===== config.mk =====
export PLATFORM = sky130hd
export DESIGN_NAME = uart_rx_fifo_flat
export DESIGN_NICKNAME = d
export VERILOG_FILES = /design/src/rtl/uart_rx_fifo_if.sv /design/src/rtl/uart_rx_fifo.sv /design/src/flat_wrapper.sv
export SDC_FILE = /design/constraint.sdc
export NUM_CORES = 1
export LEC_CHECK = 0
export BUFFER_PORTS_ARGS = -buffer_cell sky130_fd_sc_hd__buf_2
export CORE_MARGIN = 2
export CORE_UTILIZATION = 50
export DETAILED_ROUTE_END_ITERATION = 6
export PLACE_DENSITY = 0.8
export SETUP_SLACK_MARGIN = 0.1
export SLEW_MARGIN = 20
export SYNTH_ARGS = -nofsm -noshare
export SYNTH_HDL_FRONTEND = slang
export SYNTH_SLANG_ARGS = --single-unit

===== constraint.sdc =====
create_clock -name clock -period 3.45 [get_ports clock]
set_input_delay 0.5175 -clock clock [delete_from_list [all_inputs] [get_ports clock]]
set_output_delay 0.5175 -clock clock [all_outputs]
set_load 0.02 [all_outputs]

===== src/rtl/uart_rx_fifo_if.sv =====
// Pop-side handshake between the UART receiver FIFO (slave) and the byte consumer (master).
// The head byte is offered on get_valid_ret/get_data_out_ret; tock_ready accepts it.
interface uart_rx_fifo_if;
  logic       tock_ready;
  logic       get_valid_ret;
  logic [7:0] get_data_out_ret;

  modport slave (
    input  tock_ready,
    output get_valid_ret,
    output get_data_out_ret
  );

  modport master (
    output tock_ready,
    input  get_valid_ret,
    input  get_data_out_ret
  );
endinterface


===== src/rtl/uart_rx_fifo.sv =====
// 8N1 UART receiver with byte FIFO, running checksum and sticky error flags.
// Optional even-parity framing (8E1) is enabled by defining UART_RX_PARITY_EN.
module uart_rx_fifo #(
  parameter int cycles_per_bit = 3,
  parameter int fifo_depth     = 8
) (
  input  logic                        clock,
  input  logic                        tock_reset,
  input  logic                        tock_serial,
  uart_rx_fifo_if.slave               pop_if,
  output logic [$clog2(fifo_depth):0] get_count_ret,
  output logic [31:0]                 get_checksum_ret,
  output logic                        get_frame_err_ret,
  output logic                        get_overflow_ret,
  output logic                        get_parity_err_ret
);

  localparam int PW = $clog2(fifo_depth);
  localparam int CW = PW + 1;
  localparam int TW = $clog2(cycles_per_bit);
  localparam logic [TW-1:0] TIMER_HALF = TW'((cycles_per_bit - 1) / 2);
  localparam logic [TW-1:0] TIMER_FULL = TW'(cycles_per_bit - 1);
  localparam logic [CW-1:0] COUNT_FULL = CW'(fifo_depth);

  typedef enum logic [2:0] {
    ST_IDLE   = 3'd0,
    ST_START  = 3'd1,
    ST_DATA   = 3'd2,
`ifdef UART_RX_PARITY_EN
    ST_PARITY = 3'd3,
`endif
    ST_STOP   = 3'd4,
    ST_BREAK  = 3'd5
  } state_t;

`ifdef UART_RX_PARITY_EN
  function automatic logic even_parity(input logic [7:0] data);
    return ^data;
  endfunction
`endif

  state_t          state_r;
  state_t          state_next_s;
  logic            serial_q_r;
  logic [TW-1:0]   timer_r;
  logic [2:0]      bit_idx_r;
  logic [7:0]      shift_r;
  logic            push_pend_r;
  logic            timing_s;
  logic            sample_s;
  logic            start_s;
  logic            shift_en_s;
  logic            push_req_s;
  logic            frame_err_set_s;
  logic            parity_err_set_s;
  logic            parity_bad_r;

  logic [7:0]      mem_r [fifo_depth];
  logic [PW-1:0]   wr_ptr_r;
  logic [PW-1:0]   rd_ptr_r;
  logic [CW-1:0]   count_r;
  logic [31:0]     checksum_r;
  logic            frame_err_r;
  logic            overflow_r;
  logic            parity_err_r;
  logic            valid_r;
  logic [7:0]      data_r;

  logic            pop_s;
  logic            full_s;
  logic            push_ok_s;
  logic            drop_s;
  logic [PW-1:0]   wr_ptr_next_s;
  logic [PW-1:0]   rd_ptr_next_s;
  logic [CW-1:0]   count_next_s;
  logic [7:0]      head_next_s;

  // Bit timer runs only while a frame is being sampled; sample fires as it reaches zero.
  always_comb begin
    timing_s = 1'b0;
    case (state_r)
      ST_START, ST_DATA, ST_STOP: timing_s = 1'b1;
`ifdef UART_RX_PARITY_EN
      ST_PARITY:                  timing_s = 1'b1;
`endif
      default:                    timing_s = 1'b0;
    endcase
    sample_s = timing_s & (timer_r == {TW{1'b0}});
  end

  // Frame state register.
  always_ff @(posedge clock) begin
    if (tock_reset) begin
      state_r <= ST_IDLE;
    end else begin
      state_r <= state_next_s;
    end
  end

  // Next-state and per-cycle control strobes.
  always_comb begin
    state_next_s     = state_r;
    start_s          = 1'b0;
    shift_en_s       = 1'b0;
    push_req_s       = 1'b0;
    frame_err_set_s  = 1'b0;
    parity_err_set_s = 1'b0;
    case (state_r)
      ST_IDLE: begin
        if (!serial_q_r) begin
          state_next_s = ST_START;
          start_s      = 1'b1;
        end else begin
          state_next_s = ST_IDLE;
        end
      end
      ST_START: begin
        if (sample_s) begin
          if (serial_q_r) begin
            state_next_s = ST_IDLE;
          end else begin
            state_next_s = ST_DATA;
          end
        end else begin
          state_next_s = ST_START;
        end
      end
      ST_DATA: begin
        if (sample_s) begin
          shift_en_s = 1'b1;
          if (bit_idx_r == 3'd7) begin
`ifdef UART_RX_PARITY_EN
            state_next_s = ST_PARITY;
`else
            state_next_s = ST_STOP;
`endif
          end else begin
            state_next_s = ST_DATA;
          end
        end else begin
          state_next_s = ST_DATA;
        end
      end
`ifdef UART_RX_PARITY_EN
      ST_PARITY: begin
        if (sample_s) begin
          parity_err_set_s = (even_parity(shift_r) != serial_q_r);
          state_next_s     = ST_STOP;
        end else begin
          state_next_s = ST_PARITY;
        end
      end
`endif
      ST_STOP: begin
        if (sample_s) begin
          if (serial_q_r) begin
            push_req_s   = ~parity_bad_r;
            state_next_s = ST_IDLE;
          end else begin
            frame_err_set_s = 1'b1;
            state_next_s    = ST_BREAK;
          end
        end else begin
          state_next_s = ST_STOP;
        end
      end
      ST_BREAK: begin
        if (serial_q_r) begin
          state_next_s = ST_IDLE;
        end else begin
          state_next_s = ST_BREAK;
        end
      end
      default: begin
        state_next_s = ST_IDLE;
      end
    endcase
  end

  // Line synchroniser, bit timer, shifter and push request.
  always_ff @(posedge clock) begin
    if (tock_reset) begin
      serial_q_r   <= 1'b1;
      timer_r      <= {TW{1'b0}};
      bit_idx_r    <= 3'd0;
      shift_r      <= 8'h00;
      push_pend_r  <= 1'b0;
      parity_bad_r <= 1'b0;
    end else begin
      serial_q_r  <= tock_serial;
      push_pend_r <= push_req_s;
      if (start_s) begin
        timer_r <= TIMER_HALF;
      end else if (sample_s) begin
        timer_r <= TIMER_FULL;
      end else if (timing_s) begin
        timer_r <= timer_r - 1'b1;
      end else begin
        timer_r <= timer_r;
      end
      if (start_s) begin
        bit_idx_r    <= 3'd0;
        parity_bad_r <= 1'b0;
      end else if (shift_en_s) begin
        bit_idx_r <= bit_idx_r + 1'b1;
        shift_r   <= {serial_q_r, shift_r[7:1]};
      end else begin
        bit_idx_r <= bit_idx_r;
        shift_r   <= shift_r;
      end
      if (parity_err_set_s) begin
        parity_bad_r <= 1'b1;
      end
    end
  end

  // FIFO bookkeeping; the head is bypassed from the incoming byte when the FIFO was empty.
  always_comb begin
    pop_s     = valid_r & pop_if.tock_ready;
    full_s    = (count_r == COUNT_FULL);
    push_ok_s = push_pend_r & (~full_s | pop_s);
    drop_s    = push_pend_r & full_s & ~pop_s;
    if (push_ok_s) begin
      wr_ptr_next_s = wr_ptr_r + 1'b1;
    end else begin
      wr_ptr_next_s = wr_ptr_r;
    end
    if (pop_s) begin
      rd_ptr_next_s = rd_ptr_r + 1'b1;
    end else begin
      rd_ptr_next_s = rd_ptr_r;
    end
    case ({push_ok_s, pop_s})
      2'b10:   count_next_s = count_r + 1'b1;
      2'b01:   count_next_s = count_r - 1'b1;
      default: count_next_s = count_r;
    endcase
    if (count_next_s == {CW{1'b0}}) begin
      head_next_s = 8'h00;
    end else if (push_ok_s && (rd_ptr_next_s == wr_ptr_r)) begin
      head_next_s = shift_r;
    end else begin
      head_next_s = mem_r[rd_ptr_next_s];
    end
  end

  // Byte storage; contents are only observed through valid entries, so no reset.
  always_ff @(posedge clock) begin
    if (push_ok_s) begin
      mem_r[wr_ptr_r] <= shift_r;
    end
  end

  // Pointers, occupancy, checksum, sticky flags and registered pop-side outputs.
  always_ff @(posedge clock) begin
    if (tock_reset) begin
      wr_ptr_r     <= {PW{1'b0}};
      rd_ptr_r     <= {PW{1'b0}};
      count_r      <= {CW{1'b0}};
      checksum_r   <= 32'h0000_0000;
      frame_err_r  <= 1'b0;
      overflow_r   <= 1'b0;
      parity_err_r <= 1'b0;
      valid_r      <= 1'b0;
      data_r       <= 8'h00;
    end else begin
      wr_ptr_r     <= wr_ptr_next_s;
      rd_ptr_r     <= rd_ptr_next_s;
      count_r      <= count_next_s;
      valid_r      <= (count_next_s != {CW{1'b0}});
      data_r       <= head_next_s;
      frame_err_r  <= frame_err_r | frame_err_set_s;
      overflow_r   <= overflow_r | drop_s;
      parity_err_r <= parity_err_r | parity_err_set_s;
      if (push_ok_s) begin
        checksum_r <= checksum_r + {24'h00_0000, shift_r};
      end else begin
        checksum_r <= checksum_r;
      end
    end
  end

  assign pop_if.get_valid_ret    = valid_r;
  assign pop_if.get_data_out_ret = data_r;
  assign get_count_ret           = count_r;
  assign get_checksum_ret        = checksum_r;
  assign get_frame_err_ret       = frame_err_r;
  assign get_overflow_ret        = overflow_r;
`ifdef UART_RX_PARITY_EN
  assign get_parity_err_ret      = parity_err_r;
`else
  assign get_parity_err_ret      = 1'b0;
  logic unused_parity_s;
  assign unused_parity_s = parity_err_r | parity_err_set_s;
`endif

endmodule


===== src/flat_wrapper.sv =====
// flat-port wrapper written by rule: the top's interface ports become plain ports
module uart_rx_fifo_flat 
#(
  parameter int cycles_per_bit = 3,
  parameter int fifo_depth     = 8
)
  (clock, tock_reset, tock_serial, get_count_ret, get_checksum_ret, get_frame_err_ret, get_overflow_ret, get_parity_err_ret, pop_if_tock_ready, pop_if_get_valid_ret, pop_if_get_data_out_ret);
  uart_rx_fifo_if pop_if_i ();
  input  logic clock;
  input  logic tock_reset;
  input  logic tock_serial;
  output logic [$clog2(fifo_depth):0] get_count_ret;
  output logic [31:0] get_checksum_ret;
  output logic get_frame_err_ret;
  output logic get_overflow_ret;
  output logic get_parity_err_ret;
  input wire logic [$bits(pop_if_i.tock_ready)-1:0] pop_if_tock_ready;
  output wire logic [$bits(pop_if_i.get_valid_ret)-1:0] pop_if_get_valid_ret;
  output wire logic [$bits(pop_if_i.get_data_out_ret)-1:0] pop_if_get_data_out_ret;
  assign pop_if_i.tock_ready = pop_if_tock_ready;
  assign pop_if_get_valid_ret = pop_if_i.get_valid_ret;
  assign pop_if_get_data_out_ret = pop_if_i.get_data_out_ret;
  uart_rx_fifo #(.cycles_per_bit(cycles_per_bit), .fifo_depth(fifo_depth)) u_core (.clock(clock), .tock_reset(tock_reset), .tock_serial(tock_serial), .pop_if(pop_if_i), .get_count_ret(get_count_ret), .get_checksum_ret(get_checksum_ret), .get_frame_err_ret(get_frame_err_ret), .get_overflow_ret(get_overflow_ret), .get_parity_err_ret(get_parity_err_ret));
endmodule

# Word level (Yosys, flattened, before mapping)
# Memories as Yosys holds them, arrays and structs flattened. A register that Yosys moved wholly into a read port is not among the register bits.
# Index checks and enable logic that the tools add are counted.
[op_classes] n_reduce_logical=11 n_eq_ne=8 bitwise=14 addsub=7 muxes=22
[ops] cell="adder 32 x 8 -> 32 bit" n=1
[ops] cell="two-way mux 3 bit" n=5
[ops] cell="one-hot mux 3 bit (5 select lines)" n=1
[ops] cell="two-way mux 1 bit" n=11
[ops] cell="adder 3 x 1 -> 3 bit (second input constant)" n=3
[ops] cell="== test 3 bit (second input constant)" n=3
[ops] cell="two-way mux 2 bit" n=4
[ops] cell="one-hot mux 4 bit (2 select lines)" n=1
[ops] cell="NOT 1 bit" n=6
[ops] cell="AND 1 bit" n=5
[ops] cell="adder 4 x 1 -> 4 bit (second input constant)" n=1
[ops] cell="== test 4 bit (second input constant)" n=1
[ops] cell="zero test 4 bit" n=1
[ops] cell="nonzero test 4 bit" n=1
[ops] cell="OR reduction 2 bit" n=2
[ops] cell="OR reduction 4 bit" n=1
[ops] cell="subtractor 4 x 1 -> 4 bit (second input constant)" n=1
[ops] cell="== test 3 x 1 -> 1 bit (second input constant)" n=1
[ops] cell="== test 3 x 2 -> 1 bit (second input constant)" n=1
[ops] cell="zero test 3 bit" n=1
[ops] cell="bitwise OR 1 bit" n=3
[ops] cell="nonzero test 3 bit" n=1
[ops] cell="OR reduction 3 bit" n=1
[ops] cell="== test 2 x 1 -> 1 bit (second input constant)" n=1
[ops] cell="5 further kinds" n=5
[word_totals] memories=1 ramBits=64 ff_bits=63 in_bits=4
[mem_list] name="u_core.mem_r" depth=8 word_bits=8 rd=1 rd_clocked_by_memory_dff=1 write_ports=1 line_no="uart_rx_fifo.sv:58" source="logic [7:0] mem_r [fifo_depth];"

# Longest topological paths before layout
[logic_depth] word_depth=8 ltp_mapped=9 depth_no_buf=8

# Least setup slack after synthesis
# Ideal clock, no wire load.
[synth_path] path_type="reg-to-reg" start="reg u_core.checksum_r[0] (netlist: u_core.get_checksum_ret[0])" end="reg u_core.checksum_r[22] (netlist: u_core.get_checksum_ret[22])" setup_slack_ns=0.963 synth_period_minus_slack_ns=2.487 t_arrival_ns=2.386 setup_time_ns=0.101 path_stages_with_launch=9 path_cell_list="dfxtp_1 ha_1 fa_1 a211oi_1 nor3_1 a211oi_2 clkbuf_1 o311ai_0 o41ai_1"
[synth_via] elab_chain_cells=1
[synth_lines] element="start: declaration" line_no="uart_rx_fifo.sv:62" source="logic [31:0] checksum_r;"
[synth_lines] element="start signal: assignment" line_no="uart_rx_fifo.sv:276" source="checksum_r <= checksum_r + {24'h00_0000, shift_r};"
[synth_lines] element="start signal: assignment" line_no="uart_rx_fifo.sv:278" source="checksum_r <= checksum_r;"
[synth_lines] element="adder 32 x 8 -> 32 bit" line_no="uart_rx_fifo.sv:276"
# Every way passes these cells.
# A chain may end at the register's enable or synchronous reset.

# Worst setup path in the final report
[layout_path] start="reg u_core.shift_r[2]" end="reg u_core.checksum_r[25] (netlist: u_core.get_checksum_ret[25])"
[layout_via] elab_chain_cells=1
[layout_lines] element="start: declaration" line_no="uart_rx_fifo.sv:47" source="logic [7:0] shift_r;"
[layout_lines] element="start signal: assignment" line_no="uart_rx_fifo.sv:206" source="shift_r <= {serial_q_r, shift_r[7:1]};"
[layout_lines] element="start signal: assignment" line_no="uart_rx_fifo.sv:209" source="shift_r <= shift_r;"
[layout_lines] element="adder 32 x 8 -> 32 bit" line_no="uart_rx_fifo.sv:276"
# Every way passes these cells.

==> impl_metrics.json <==
{
  "status": "finished, final reports clean",
  "cp.required_ns": 3.75,
  "gp_congestion": 0.836,
  "dieArea_sq_um": 13300,
  "cp_slowest_stage_delay_ns": 0.54,
  "post_cts_buffers": 0,
  "io_pins": 52,
  "worstReg2RegEnd": "u_core.get_checksum_ret[25]",
  "hold_ws_ns": 0.289,
  "synth_xor_area_frac": 0.0222,
  "whs_path_depth": 2,
  "vdd_ir_drop_max_mv": 0.406,
  "ys.warnings.count": 0,
  "setup_viol": 0,
  "place_area_sq_um": 6630,
  "relSlewSlack": 0.492,
  "synth-main-ff-cell": "dfxtp_1",
  "hold_path.class": "in2reg",
  "path_max_fanout": 12,
  "die-width_um": 115,
  "synthArstFlopShare": 0,
  "antenna_found_initial": 0,
  "ant_nets": 0,
  "ff2ff_setup_slack_ns": 0.79,
  "rows": 40,
  "rr_worst_depth": 5,
  "synth_top_family_by_area": "simple AND/OR/NAND/NOR gates",
  "core_sq_um": 12100,
  "worstSetupPathType": "reg2reg",
  "synth.area.mux_share": 0.0950,
  "leakagePower_nw": 2.89,
  "numCtsBuffers": 17,
  "grt_first_pass_wirelength_um": 21200,
  "track_usage": 0.209,
  "drive_gt1_frac": 0.228,
  "clk_path_buf_depth": 2,
  "grt_start_max_net_pins": 70,
  "fin_crit_ns": 2.66,
  "synth-compound-area-share": 0.130,
  "maxCapViolations": 0,
  "ys_types": 66,
  "htreeDepth": 4,
  "synth_fp_nets": 576,
  "path_depth": 5,
  "ys_ff_latch": 135,
  "clk_latency_ns": 0.41,
  "clkTransAtPathRegs_ns": 0.06,
  "grt_pass1_vias": 4358,
  "fmax_ghz": 0.376,
  "synthesis.area_sq_um": 6190,
  "wl_per_cell_um": 16.7,
  "drt_first_iter_violations": 357,
  "finalNetCount": 628,
  "clock-sinks": 135,
  "period_share": 0.771,
  "initial_core_util": 0.513,
  "syn_avg_cell_area_sq_um": 11.1,
  "antenna_cells": 0,
  "yosysMostFrequentCell": "dfxtp_1",
  "cts.hold.buffers_added": 0,
  "vias": 4468,
  "finalPower_w": 0.00402,
  "clock_skew_ns": 0.00794,
  "root_buffer": "clkbuf_16",
  "final_area_sq_um": 7200,
  "yosysTopAreaCellShare": 0.310,
  "drc_errors": 0,
  "grt_overflow_total": 0,
  "synthSimpleGateAreaFrac": 0.150,
  "r2r_start": "u_core.shift_r[2]",
  "syn_to_final_growth_pct": 16.3,
  "ys_top_cells_by_count": "71 x dfxtp_1, 64 x edfxtp_1, 50 x nor2_1",
  "seq_area_frac_synth": 0.540,
  "cts_tree": "built",
  "vias_per_cell": 5.66,
  "drt_wl_total_um": 13200,
  "synth_top_area_cell": "edfxtp_1",
  "cpMaxStageDelayCell": "a211o_1",
  "die_y_um": 115,
  "synthAdderAreaFrac": 0.0331,
  "final_core_util": 0.597,
  "path_cells": "ha_1, nand4_1, a211o_1, a2111oi_1, mux2_2",
  "crit_path_start_kind": "flop",
  "critPathArrivalTime_ns": 2.96,
  "power.density_nw_per_um2": 558,
  "critical-path-top-delay-family": "compound AO/OA/AOI/OAI gates",
  "finalHoldViolations": 0,
  "dpl.hpwl_um": 8670,
  "holdPathEnd": "u_core.serial_q_r",
  "cts_resized": 0,
  "worstSetupEndpointType": "flop",
  "synthTopCellsByArea": "edfxtp_1 31%, dfxtp_1 23%, mux2_2 6.0%",
  "fin_setup_tns_ns": 0,
  "synth_edf_count": 64,
  "min-delay-start": "tock_serial",
  "netlist_instances": 557,
  "first_pass_iters": 5,
  "worstSetupStartpoint": "u_core.shift_r[2]",
  "io_buffers": 50,
  "max_slew.worst_pin.slew_ns": 0.760,
  "rsz0062_at_grt": "no",
  "slew_violations": 0,
  "cp_num_buf_inv": 0
}
==> stage by stage <==
step	setup slack [ns]	cells
2_1_floorplan	0.963	557
3_3_place_gp	0.957	758
3_5_place_dp	0.804	758
4_1_cts	0.791	790
5_1_grt	0.563	790
6_report	0.789	790
==> sequential cells by signal (all words and copies together) (netlist names), 2 cells and up <==
| name | cells |
|---|---|
| u_core.get_count_ret | 4 |
| u_core.pop_if.get_data_out_ret | 8 |
| u_core.shift_r | 8 |
| u_core.timer_r | 2 |
| u_core.rd_ptr_r | 3 |
| u_core.mem_r | 64 |
| u_core.wr_ptr_r | 3 |
| u_core.bit_idx_r | 3 |
| u_core.get_checksum_ret | 32 |
| u_core.state_r | 3 |
==> per-layer routing <==
metal | GRT usage | up-vias | routed length (um)
li1 | - | 2174 | -
met1 | 0.249 | 2178 | 5540
met2 | 0.353 | 104 | 6810
met3 | 0.0664 | 12 | 676
met4 | 0.0811 | 0 | 144
met5 | 0 | - | 0
==> final cells by class <==
cell class                 instances  area [sq um]
clock inverter                    10           131
multi-input combinational        381          2680
sequential                       135          3340
fill                             943          4860
timing repair buffer              65           363
inverter                           9          33.8
clock buffer                      22           444
tap                              168           210
==> cells by family (layout without fill, tap and decap cells) <==
family / count (synthesis) / count (layout)
buffers and inverters: 41 / 106
AO/OA/AOI/OAI: 113 / 113
AND/OR/NAND/NOR: 185 / 185
multiplexers: 52 / 52
adder cells (fa/ha/maj): 16 / 16
other: 1 / 1
flip-flops: 135 / 135
XOR/XNOR: 14 / 14
==> report_power, final <==
group | switching (W) | total [W] | internal [W]
clock network | 0.000624 | 0.00175 | 0.00113
registers | 0.0000554 | 0.00179 | 0.00173
logic | 0.000299 | 0.000480 | 0.000182
total | 0.000978 | 0.00402 | 0.00304
==> cell usage in the layout (no fill, tap or decap), drive strengths merged, types with 12 or more instances in the layout <==
cell and count:
dfxtp 71, buf 65, edfxtp 64, nor2 50
nand2 48, a21oi 39, mux2 34, clkbuf 22
nor2b 17, mux2i 16, nand3 15, nor3 14
ha 14, a211oi 12
==> worst max path at each step <==
stage                     slack, ns                           endpoint
after floorplan                0.96        u_core.get_checksum_ret[22]
after global placement         0.96        u_core.get_checksum_ret[25]
after detailed placement       0.80  u_core.pop_if.get_data_out_ret[6]
after CTS                      0.79        u_core.get_checksum_ret[25]
after global routing           0.56        u_core.get_checksum_ret[25]
final                          0.79        u_core.get_checksum_ret[25]
Note: power is estimated with default switching activity, not from simulation.
